## config.mk

```make
export PLATFORM = sky130hd
export DESIGN_NAME = fixed_denorm
export DESIGN_NICKNAME = d
export VERILOG_FILES = /design/src/rtl/fixed_denorm_pkg.sv /design/src/rtl/denorm_shift_stage.sv /design/src/rtl/fixed_denorm.sv
export SDC_FILE = /design/constraint.sdc
export NUM_CORES = 1
export LEC_CHECK = 0
export ABC_AREA = 1
export ABC_CLOCK_PERIOD_IN_PS = 3000
export CAP_MARGIN = 25
export CELL_PAD_IN_SITES_DETAIL_PLACEMENT = 1
export CELL_PAD_IN_SITES_GLOBAL_PLACEMENT = 2
export CORE_MARGIN = 10
export CORE_UTILIZATION = 31
export CTS_CLUSTER_SIZE = 14
export DETAILED_ROUTE_END_ITERATION = 10
export GPL_ROUTABILITY_DRIVEN = 1
export PLACE_DENSITY_LB_ADDON = 0.1
export SKIP_CTS_REPAIR_TIMING = 1
export SLEW_MARGIN = 0
export SYNTH_ARGS = -nofsm -noshare
export SYNTH_HDL_FRONTEND = slang
export SYNTH_SLANG_ARGS = --single-unit
export TNS_END_PERCENT = 100
```

## constraint.sdc

```tcl
create_clock -name clk -period 3 [get_ports clk]
set_clock_uncertainty 0.05 [all_clocks]
set_input_delay 0.3 -clock clk [delete_from_list [all_inputs] [get_ports clk]]
set_output_delay 0.3 -clock clk [all_outputs]
set_load 0.02 [all_outputs]
```

## src/rtl/fixed_denorm_pkg.sv

```systemverilog
// Shared constants and types for the fixed-point denormaliser.
// SHIFT_W matches the LZC count width used by lzc and the reciprocal block.
package fixed_denorm_pkg;

  localparam int unsigned SHIFT_W     = 7;
  localparam int unsigned GUARD_W     = 8;
  localparam int unsigned FINE_W      = 3;
  localparam int unsigned COARSE_W    = SHIFT_W - FINE_W;
  localparam int unsigned COARSE_GRAN = 1 << FINE_W;

  typedef enum logic {
    DirRight = 1'b0,
    DirLeft  = 1'b1
  } shift_dir_e;

endpackage

```

## src/rtl/denorm_shift_stage.sv

```systemverilog
// Barrel shift by amt*GRANULE, returning the top OUT_W bits of the IN_W-wide result
// plus a flag for any set input bit pushed off the end in the shift direction.
module denorm_shift_stage
  import fixed_denorm_pkg::*;
#(
  parameter int unsigned IN_W    = 40,
  parameter int unsigned OUT_W   = 40,
  parameter int unsigned GRANULE = 8,
  parameter int unsigned AMT_W   = 4
) (
  input  logic [IN_W-1:0]  data,
  input  logic [AMT_W-1:0] amt,
  input  shift_dir_e       dir,
  output logic [OUT_W-1:0] result,
  output logic             lost
);

  localparam int unsigned SHAMT_W = AMT_W + 4;
  localparam int unsigned DROP    = IN_W - OUT_W;
  localparam logic [IN_W-1:0] ONES = '1;

  logic [SHAMT_W-1:0] shamt;
  logic [IN_W-1:0]    keep;

  always_comb begin
    shamt = SHAMT_W'(amt) * SHAMT_W'(GRANULE);
    if (dir == DirLeft) begin
      result = OUT_W'((data << shamt) >> DROP);
      keep   = ONES >> shamt;
    end else begin
      // Dropping the low DROP bits is folded into the right shift itself.
      result = OUT_W'(data >> (shamt + SHAMT_W'(DROP)));
      keep   = ONES << shamt;
    end
    lost = |(data & ~keep);
  end

endmodule

```

## src/rtl/fixed_denorm.sv

```systemverilog
// Two-stage denormaliser: S1 coarse shift by multiples of 8, S2 fine shift with
// round-half-up (right) or saturation (left). Valid/ready on both sides.
module fixed_denorm
  import fixed_denorm_pkg::*;
#(
  parameter int unsigned WIDTH = 32,
  parameter bit          ROUND = 1'b1
) (
  input  logic               clk,
  input  logic               reset,
  input  logic               in_valid,
  output logic               in_ready,
  input  logic [WIDTH-1:0]   in_mant,
  input  logic [SHIFT_W-1:0] in_shift,
  input  logic               in_shl,
  output logic               out_valid,
  input  logic               out_ready,
  output logic [WIDTH-1:0]   out_data,
  output logic               out_ovf
);

  localparam int unsigned EW = WIDTH + GUARD_W;

  logic              s1_valid;
  logic [EW-1:0]     s1_vec;
  logic [FINE_W-1:0] s1_fine;
  shift_dir_e        s1_dir;
  logic              s1_lost;

  logic              s2_open;
  logic              s1_adv;
  logic              in_fire;
  shift_dir_e        in_dir;

  logic [EW-1:0]     c_vec;
  logic              c_lost;
  logic [WIDTH:0]    f_vec;
  logic              f_lost;

  logic              round_bit;
  logic [WIDTH-1:0]  res_d;
  logic              ovf_d;

  always_comb begin
    s2_open  = ~out_valid | out_ready;
    s1_adv   = s1_valid & s2_open;
    in_ready = ~s1_valid | s1_adv;
    in_fire  = in_valid & in_ready;
    in_dir   = shift_dir_e'(in_shl);
  end

  // Guard bits below the LSB keep the round bit alive through the coarse right shift.
  denorm_shift_stage #(
    .IN_W    (EW),
    .OUT_W   (EW),
    .GRANULE (COARSE_GRAN),
    .AMT_W   (COARSE_W)
  ) u_coarse (
    .data   ({in_mant, {GUARD_W{1'b0}}}),
    .amt    (in_shift[SHIFT_W-1:FINE_W]),
    .dir    (in_dir),
    .result (c_vec),
    .lost   (c_lost)
  );

  // Only the mantissa and the single bit below it survive the fine stage.
  denorm_shift_stage #(
    .IN_W    (EW),
    .OUT_W   (WIDTH + 1),
    .GRANULE (1),
    .AMT_W   (FINE_W)
  ) u_fine (
    .data   (s1_vec),
    .amt    (s1_fine),
    .dir    (s1_dir),
    .result (f_vec),
    .lost   (f_lost)
  );

  always_comb begin
    round_bit = ROUND && (s1_dir == DirRight) && f_vec[0];
    res_d     = f_vec[WIDTH:1] + WIDTH'(round_bit);
    ovf_d     = 1'b0;
    if ((s1_dir == DirLeft) && (s1_lost || f_lost)) begin
      res_d = '1;
      ovf_d = 1'b1;
    end
  end

  always_ff @(posedge clk or posedge reset) begin
    if (reset) begin
      s1_valid <= 1'b0;
      s1_vec   <= '0;
      s1_fine  <= '0;
      s1_dir   <= DirRight;
      s1_lost  <= 1'b0;
    end else begin
      if (in_ready) begin
        s1_valid <= in_valid;
      end
      if (in_fire) begin
        s1_vec  <= c_vec;
        s1_fine <= in_shift[FINE_W-1:0];
        s1_dir  <= in_dir;
        s1_lost <= c_lost;
      end
    end
  end

  always_ff @(posedge clk or posedge reset) begin
    if (reset) begin
      out_valid <= 1'b0;
      out_data  <= '0;
      out_ovf   <= 1'b0;
    end else begin
      if (s2_open) begin
        out_valid <= s1_valid;
      end
      if (s1_adv) begin
        out_data <= res_d;
        out_ovf  <= ovf_d;
      end
    end
  end

endmodule

```

==> results of run 1 <==
-- stage by stage --
| step | cells | hold slack [ns] | area [sq um] | utilization |
|---|---|---|---|---|
| 4_1_cts | 1698 | 0.331 | 9220 | 0.377 |
| 2_1_floorplan | 1311 | 0.371 | 7770 | - |
| 6_report | 1700 | 0.307 | 9260 | 0.378 |
| 5_1_grt | 1700 | 0.376 | 9260 | 0.378 |
| 3_5_place_dp | 1682 | 0.437 | 8920 | 0.365 |
| 3_3_place_gp | 1682 | 0.419 | 8920 | 0.365 |
-- layer usage --
| metal | up-vias | global-route usage | share of wire | wire, um |
|---|---|---|---|---|
| li1 | 4451 | - | - | - |
| met1 | 4285 | 0.270 | 0.46 | 15300 |
| met2 | 197 | 0.349 | 0.47 | 15300 |
| met3 | 41 | 0.0275 | 0.042 | 1380 |
| met4 | 0 | 0.0806 | 0.030 | 999 |
| met5 | - | 0 | 0 | 0 |
-- worst register-to-register path, stage by stage (launching register included) --
cell      delay (ns)
dfrtp_2         0.50
inv_4           0.10
nor2_2          0.24
a221oi_1        0.14
a22oi_1         0.29
ha_1            0.22
ha_1            0.19
nand2_1         0.11
nor2_4          0.17
nand2_4         0.13
nor2_4          0.19
nand2_1         0.07
nand2_1         0.05
nand3_1         0.07
nand2_1         0.06
inv_1           0.03
-- Yosys cell counts, drive strengths merged (2+ instances only) --
cell type	number	area, sq um
a221oi	2	17.5
nor3	5	25.0
o21bai	6	45.0
o22a	2	17.5
o211ai	7	52.6
o21ai	76	384
or2	9	56.3
nor2	138	593
inv	128	485
and2	5	31.3
xor2	2	17.5
a31oi	15	93.8
ha	2	25.0
o22ai	10	62.6
o21a	3	22.5
nand3b	4	42.5
a21oi	59	295
nand2	410	1620
nor4	6	37.5
nand3	230	1150
o221ai	17	149
clkbuf	32	120
a211oi	4	30.0
nand4	2	12.5
buf	42	288
a22oi	9	67.6
dfrtp	79	1980
-- logic make-up after synthesis --
group,count (synthesis)
buffers and inverters,203
flip-flops,79
adder cells (fa/ha/maj),2
XOR/XNOR,3
AND/OR/NAND/NOR,809
AO/OA/AOI/OAI,215
-- flip-flops by register name, indices dropped and copies added (netlist names) --
name / flops
s1_vec: 39
s1_dir: 1
s1_fine: 3
out_valid: 1
s1_lost: 1
out_data: 32
out_ovf: 1
s1_valid: 1
-- where the power goes --
group / internal [mW] / switching, mW
clock network: 0.668 / 0.511
logic: 1.09 / 1.88
registers: 1.32 / 0.237
-- worst paths after layout --
kind,slack (ns),end,cells after the start
min in group clk,0.45,out_data[11]$_DFFE_PP0P_,2
max,0.30,out_data[30]$_DFFE_PP0P_,15
min,0.31,s1_valid$_DFFE_PP0N_,3
min reg2reg,0.45,out_data[11]$_DFFE_PP0P_,2
max reg2reg,0.30,out_data[30]$_DFFE_PP0P_,15
max in group asynchronous,2.18,s1_fine[0]$_DFFE_PP0P_,3
-- final cells by class --
| class | count | area [sq um] | area share |
|---|---|---|---|
| Multi-Input combinational cell | 1029 | 4920 | 0.531 |
| Sequential cell | 79 | 1980 | 0.214 |
| Timing Repair Buffer | 123 | 1160 | 0.126 |
| Inverter | 129 | 490 | 0.0530 |
| Tap cell | 324 | 405 | 0.0438 |
| Clock buffer | 11 | 243 | 0.0262 |
| Clock inverter | 5 | 57.6 | 0.00622 |
==> results.py, run 1 <==
metrics = {
    "synthesis": {
        "synth_edf_count": 0,
        "avgSynthCellArea_sq_um": 5.93,
        "synth_compound_area_frac": 0.165,
        "ys_ff_latch": 79,
        "synth_fa_ha_area_frac": 0.00322,
        "synth.yosys.seq_area_share": 0.254,
        "syn_nets": 1357,
        "synth_cells": 1311,
        "syn_area_sq_mm": 0.00777,
        "yosys_warnings": 0,
        "synth_xor_xnor_area_share": 0.00338,
        "synthArstFlopShare": 1.00,
        "synthMuxAreaShare": 0,
        "synth-main-ff-cell": "dfrtp_1",
        "synth-simple-area-share": 0.459,
        "synth_top_family_by_area": "simple AND/OR/NAND/NOR gates",
        "yosysUniqueCellTypes": 48,
    },
    "timing": {
        "rsz0062_at_grt": "false",
        "fin_ws_ns": 0.297,
        "worst_pin_slew_ns": 0.561,
        "tns_ns": 0,
        "hold_viol_final": 0,
        "slew_viol_final": 0,
        "max_freq_mhz": 370,
        "relSlewSlack": 0.626,
        "fin_crit_sh": 0.901,
        "min_period_ns": 2.70,
        "finalSetupViolCount": 0,
    },
    "worst_setup_path": {
        "startpoint_type": "register",
        "cp_max_fo": 9,
        "cp.buffers_inverters": 2,
        "rr_startpoint": "s1_fine[1]$_DFFE_PP0P_",
        "cp.arrival_ns": 2.91,
        "crit_start": "s1_fine[1]$_DFFE_PP0P_",
        "critical-path-top-delay-family": "simple AND/OR/NAND/NOR gates",
        "crit_type": "register to register",
        "critPathMaxStageDelay_ns": 0.50,
        "crit_path_end_kind": "register",
        "worst-endpoint-required_ns": 3.20,
        "worst_path_most_repeated_cell": "nand2_1",
        "path_cells": "inv_4 -> nor2_2 -> a221oi_1 -> a22oi_1 -> ha_1 -> ha_1 -> nand2_1 -> nor2_4 -> nand2_4 -> nor2_4 -> nand2_1 -> nand2_1 -> nand3_1 -> nand2_1 -> inv_1",
        "crit_slowest_cell": "dfrtp_2",
    },
    "global_route": {
        "grt_max_degree": 80,
        "grt_overflow": 0,
        "grt.total_usage": 0.210,
        "grt_pass1_vias": 9349,
        "grt_pass1_wl_um": 52700,
        "grt_antenna_before_repair": 0,
    },
    "floorplan": {
        "rows": 57,
        "dieWidth_um": 178,
        "start_util": 0.318,
        "core_area_sq_mm": 0.0245,
        "die_area_sq_mm": 0.0318,
        "ios": 79,
        "die_h_um": 178,
    },
    "layout": {
        "drive_gt1_frac": 0.0923,
        "num-fill-cells": 3293,
        "diodes": 0,
        "syn_to_final_growth_pct": 19.1,
        "layout_common_cells": "385 x nand2_1, 229 x nand3_1, 121 x inv_1",
        "final_nets": 1417,
        "final_common_cell": "nand2_1",
    },
    "outcome": {
        "status": "complete, no violations",
    },
    "placed_design": {
        "dp_slack_ns": 0.183,
        "io_buffer_count": 78,
        "place_congestion": 0.883,
        "dp_hpwl_um": 26100,
    },
    "drt": {
        "vias": 8974,
        "wl_per_cell_um": 19.4,
        "viasPerCell": 5.28,
        "drt-initial-drc-count": 504,
        "wl_um": 33000,
        "drtAntennaViolNets": 0,
        "drt_first_pass_iters": 5,
        "drc": 0,
    },
    "run": {
        "cap_violations": 0,
    },
    "power": {
        "power_mw": 5.71,
        "p_leak_nw": 4.28,
        "ir_drop_mv": 0.291,
        "p_per_area_mw_per_mm2": 617,
    },
    "clocking": {
        "cts_sinks": 79,
        "insertion_delay_ns": 0.35,
        "numCtsBuffers": 9,
        "path_clk_slew_ns": 0.07,
        "cts-htree-levels": 3,
        "cts_tree": "done",
        "clock_path_buffers": 2,
        "cts_root_buffer": "clkbuf_16",
    },
    "worst_hold_path": {
        "min_path_type": "input port to async pin",
    },
}
No activity file was read; power rests on OpenSTA's default activity.
==> run 2: changes to the inputs <==
- ABC_CLOCK_PERIOD_IN_PS: 3000 -> 2700
- clock period: 3 -> 2.7 ns (I/O delays scaled with it)
==> run 2 against run 1 <==
Against the previous run:
- count of clock-buffer cells in the layout fell by 2
- final area rose by 4.7%
- register-to-register slack got worse by 0.16 ns
- routed wire length rose by 1.5%
- maximum frequency rose by 5.4%
- critical path type unchanged
- critical endpoint is now out_data[26]$_DFFE_PP0P_
- largest cell class unchanged
- largest power group unchanged
==> results.py, run 2 (synthesis results as in run 1) <==
metrics = {
    "timing": {
        "fin_ws_ns": 0.134,
        "min_period_ns": 2.57,
        "finalSetupViolCount": 0,
        "tns_ns": 0,
        "fin_crit_sh": 0.950,
        "rsz0062_at_grt": "true",
        "worst_pin_slew_ns": 0.478,
        "relSlewSlack": 0.681,
        "hold_viol_final": 0,
        "max_freq_mhz": 390,
        "slew_viol_final": 0,
    },
    "layout": {
        "final_common_cell": "nand2_1",
        "fin_cells": 1736,
        "fin_util": 0.396,
        "regMostFlops": "s1_vec",
        "final_nets": 1453,
        "reg.largest.list": "s1_vec (39), out_data (32), s1_fine (3)",
        "largest_reg_flops": 39,
        "diodes": 0,
        "final_area_sq_mm": 0.00969,
        "drive_gt1_frac": 0.137,
        "layout_common_cells": "374 x nand2_1, 224 x nand3_1, 121 x inv_1",
        "syn_to_final_growth_pct": 24.7,
    },
    "drt": {
        "viasPerCell": 5.27,
        "drc": 0,
        "wl_per_cell_um": 19.3,
        "drt_first_pass_iters": 4,
        "drt-initial-drc-count": 620,
        "vias": 9155,
        "drtAntennaViolNets": 0,
        "wl_um": 33500,
    },
    "global_route": {
        "grt_overflow": 0,
        "grt_antenna_before_repair": 0,
        "grt_max_degree": 80,
        "grt_pass1_vias": 9309,
        "grt_pass1_wl_um": 52400,
        "grt.total_usage": 0.208,
    },
    "placed_design": {
        "io_buffer_count": 78,
        "dp_hpwl_um": 26200,
        "placedCellCount": 1709,
        "placed_cell_area_sq_mm": 0.00914,
        "place_congestion": 0.891,
        "dp_slack_ns": -0.0187,
    },
    "worst_setup_path": {
        "worst_path_most_repeated_cell": "nand2_1",
        "crit_type": "register to register",
        "cp.arrival_ns": 2.76,
        "startpoint_type": "register",
        "crit_path_end_kind": "register",
        "critPathMaxStageDelay_ns": 0.46,
        "cp_max_fo": 8,
        "path_cells": "buf_4 -> nand2_1 -> nand2_1 -> a221oi_1 -> a22oi_2 -> ha_2 -> ha_4 -> nand2_2 -> nor2_4 -> nand3_2 -> inv_1 -> nand3_1 -> nand2_1 -> nor2_1 -> nor2_1",
        "worst-endpoint-required_ns": 2.90,
        "crit_slowest_cell": "dfrtp_2",
    },
    "clocking": {
        "path_clk_slew_ns": 0.07,
        "insertion_delay_ns": 0.36,
        "cts-htree-levels": 3,
        "cts_root_buffer": "clkbuf_16",
        "cts_tree": "done",
        "clock_path_buffers": 2,
        "numCtsBuffers": 9,
        "cts_sinks": 79,
    },
    "floorplan": {
        "die_h_um": 178,
        "ios": 79,
        "core_area_sq_mm": 0.0245,
        "dieWidth_um": 178,
        "start_util": 0.318,
        "die_area_sq_mm": 0.0318,
        "rows": 57,
    },
    "power": {
        "p_leak_nw": 4.50,
        "ir_drop_mv": 0.298,
        "p_per_area_mw_per_mm2": 667,
    },
    "worst_hold_path": {
        "min_path_type": "input port to async pin",
    },
    "outcome": {
        "status": "complete, no violations",
    },
    "run": {
        "cap_violations": 0,
    },
}
-- run 2: area by class of cell --
| class | instances | area, sq um |
|---|---|---|
| Clock buffer | 9 | 225 |
| Clock inverter | 7 | 50.0 |
| Fill cell | 3284 | 14800 |
| Inverter | 129 | 493 |
| Multi-Input combinational cell | 1029 | 5030 |
| Sequential cell | 79 | 1980 |
| Tap cell | 324 | 405 |
| Timing Repair Buffer | 159 | 1500 |
-- run 2: final timing paths --
path / cells past startpoint / slack, ns / from / to
max: 15 / 0.13 / s1_fine[0]$_DFFE_PP0P_ / out_data[26]$_DFFE_PP0P_
min: 3 / 0.25 / reset / out_valid$_DFFE_PP0P_
max reg2reg: 15 / 0.13 / s1_fine[0]$_DFFE_PP0P_ / out_data[26]$_DFFE_PP0P_
min reg2reg: 2 / 0.45 / out_data[13]$_DFFE_PP0P_ / out_data[13]$_DFFE_PP0P_
max in group asynchronous: 3 / 1.95 / reset / out_data[8]$_DFFE_PP0P_
min in group clk: 2 / 0.45 / out_data[13]$_DFFE_PP0P_ / out_data[13]$_DFFE_PP0P_
-- run 2: routing by layer --
metal	up-vias	wire length, um	global-route usage
met5	-	0	0
met4	0	735	0.0599
met3	40	1140	0.0271
met2	155	15900	0.352
met1	4447	15700	0.271
li1	4513	-	-
-- run 2: stage by stage --
| stage | hold slack (ns) | power [mW] |
|---|---|---|
| floorplan | 0.341 | 3.82 |
| global placement | 0.419 | 5.13 |
| detailed placement | 0.442 | 5.17 |
| CTS | 0.299 | 6.37 |
| global route | 0.322 | 6.97 |
| finish | 0.254 | 6.46 |
-- run 2: worst max-delay path, delay by kind of cell, from the launching register on --
family / cells / cell delay [ns]
AO/OA/AOI/OAI: 2 / 0.53
adder cells (fa/ha/maj): 2 / 0.39
buffers and inverters: 2 / 0.25
flip-flops: 1 / 0.46
AND/OR/NAND/NOR: 9 / 0.76
-- run 2: report_power, final --
part	switching, mW	total [mW]	internal (mW)	leakage (nW)
logic	2.19	3.55	1.36	3.44
registers	0.251	1.72	1.47	0.918
clock network	0.567	1.19	0.625	0.139
==> run 3: changes to the inputs <==
- CORE_ASPECT_RATIO: unset -> 0.7
- HOLD_SLACK_MARGIN: unset -> 0.1
==> run 3 against run 2 <==
Against the previous run:
- sequential power is essentially flat
- combinational power grew 4%
- via count grew 2.1%
- final area grew 1.9%
- routed wire length grew 4.2%
- highest routed layer is now met5
- first-iteration DRC count shrank 5.8%
- core utilization grew 0.39 points
==> results.py, run 3 (synthesis results as in run 1) <==
metrics = {
    "outcome": {
        "status": "complete, no violations",
    },
    "layout": {
        "largest_reg_flops": 39,
        "final_nets": 1467,
        "reg.largest.list": "s1_vec (39), out_data (32), s1_fine (3)",
        "diodes": 0,
        "final_common_cell": "nand2_1",
        "syn_to_final_growth_pct": 27.1,
        "layout_common_cells": "373 x nand2_1, 223 x nand3_1, 121 x inv_1",
        "fin_cells": 1749,
        "drive_gt1_frac": 0.145,
        "num-fill-cells": 3283,
        "regMostFlops": "s1_vec",
    },
    "timing": {
        "hold_viol_final": 0,
        "worst_pin_slew_ns": 0.663,
        "fin_crit_sh": 0.956,
        "tns_ns": 0,
        "max_freq_mhz": 387,
        "min_period_ns": 2.58,
        "slew_viol_final": 0,
        "finalSetupViolCount": 0,
        "relSlewSlack": 0.556,
        "rsz0062_at_grt": "true",
    },
    "placed_design": {
        "io_buffer_count": 78,
        "dp_hpwl_um": 28100,
        "place_congestion": 0.928,
        "placedCellCount": 1728,
    },
    "clocking": {
        "path_clk_slew_ns": 0.07,
        "cts_sinks": 79,
        "numCtsBuffers": 9,
        "cts_root_buffer": "clkbuf_16",
        "cts-htree-levels": 3,
        "clock_path_buffers": 2,
        "insertion_delay_ns": 0.36,
        "cts_tree": "done",
    },
    "worst_setup_path": {
        "startpoint_type": "register",
        "critPathMaxStageDelay_ns": 0.48,
        "crit_path_end_kind": "register",
        "critical-path-top-delay-family": "simple AND/OR/NAND/NOR gates",
        "crit_cells": 13,
        "path_cells": "inv_4 -> nor2_2 -> a221oi_2 -> a22oi_2 -> ha_2 -> nand3_1 -> nor2_4 -> nand3b_4 -> nor2_2 -> buf_4 -> a21oi_1 -> nor2_1 -> nor2_1",
        "ff2ff_setup_slack_ns": 0.12,
        "cp_max_fo": 10,
        "crit_type": "register to register",
        "crit_slowest_cell": "dfrtp_2",
        "cp.buffers_inverters": 2,
        "cp.arrival_ns": 2.78,
        "worst-endpoint-required_ns": 2.90,
        "reg2reg_depth": 13,
    },
    "power": {
        "internal_power_mw": 3.74,
        "p_sw_mw": 3.03,
        "p_leak_nw": 4.61,
        "pwr-share-comb": 0.543,
        "ir_drop_mv": 0.345,
        "netSwitchingFraction": 0.448,
        "power_frac_clock": 0.202,
        "p_per_area_mw_per_mm2": 686,
        "seq_power_share": 0.255,
    },
    "floorplan": {
        "die_h_um": 152,
        "ios": 79,
        "core_area_sq_mm": 0.0247,
        "die_area_sq_mm": 0.0319,
        "dieWidth_um": 209,
        "start_util": 0.315,
        "rows": 48,
    },
    "global_route": {
        "grt_pass1_vias": 9370,
        "grt_pass1_wl_um": 54800,
        "grt_overflow": 0,
        "grt_max_degree": 51,
        "grt_antenna_before_repair": 2,
        "grt.total_usage": 0.214,
    },
    "drt": {
        "vias": 9347,
        "viasPerCell": 5.34,
        "drc": 0,
        "drt_first_pass_iters": 5,
        "drtAntennaViolNets": 0,
        "wl_per_cell_um": 19.9,
        "drt-initial-drc-count": 584,
        "wl_um": 34900,
    },
    "run": {
        "cap_violations": 0,
    },
    "worst_hold_path": {
        "min_path_type": "input port to async pin",
    },
}
-- run 3: cell count changes in the layout (fill, tap and decap cells not counted), moves of 3 or more --
cell	change
nor2_2	+3
buf_4	+10
nand2_4	+3
buf_6	+3
clkinv_4	-3
-- run 3: power groups by stage --
stage	Combinational [mW]	Clock, mW	Sequential (mW)
2_1_floorplan	1.93	0	1.89
3_3_place_gp	3.54	0	1.74
3_5_place_dp	3.56	0	1.74
4_1_cts	3.58	1.40	1.72
5_1_grt	4.09	1.44	1.77
6_report	3.68	1.37	1.73
-- run 3: metal layers --
| layer | wire [um] | GRT usage | up-vias |
|---|---|---|---|
| met5 | 7 | 0 | - |
| met4 | 235 | 0.0328 | 2 |
| met3 | 2380 | 0.0549 | 19 |
| met2 | 14000 | 0.297 | 168 |
| met1 | 18300 | 0.324 | 4608 |
| li1 | - | - | 4550 |
-- run 3: final timing paths --
kind / to / startpoint
min in group clk: out_data[16]$_DFFE_PP0P_ / out_data[16]$_DFFE_PP0P_
min reg2reg: out_data[16]$_DFFE_PP0P_ / out_data[16]$_DFFE_PP0P_
min: out_data[27]$_DFFE_PP0P_ / reset
max in group asynchronous: s1_fine[0]$_DFFE_PP0P_ / reset
max: out_data[27]$_DFFE_PP0P_ / s1_fine[1]$_DFFE_PP0P_
max reg2reg: out_data[27]$_DFFE_PP0P_ / s1_fine[1]$_DFFE_PP0P_
-- run 3: stage by stage --
step	power, mW	setup WS [ns]	util	hold WS, ns	area [sq um]
2_1_floorplan	3.82	0.246	-	0.341	7770
3_3_place_gp	5.28	-0.0180	0.377	0.424	9310
3_5_place_dp	5.30	-0.140	0.377	0.422	9310
4_1_cts	6.70	-0.155	0.390	0.255	9620
5_1_grt	7.29	-0.0460	0.400	0.305	9870
6_report	6.77	0.118	0.400	0.245	9870
-- run 3: area by class of cell --
class | count | area (sq um) | area share
clock buffer | 11 | 243 | 0.0246
sequential | 79 | 1980 | 0.201
tap | 325 | 407 | 0.0412
inverter | 129 | 493 | 0.0499
timing repair buffer | 172 | 1620 | 0.164
multi-input combinational | 1029 | 5050 | 0.512
clock inverter | 3 | 68.8 | 0.00697
timing repair inverter | 1 | 5.00 | 0.000507
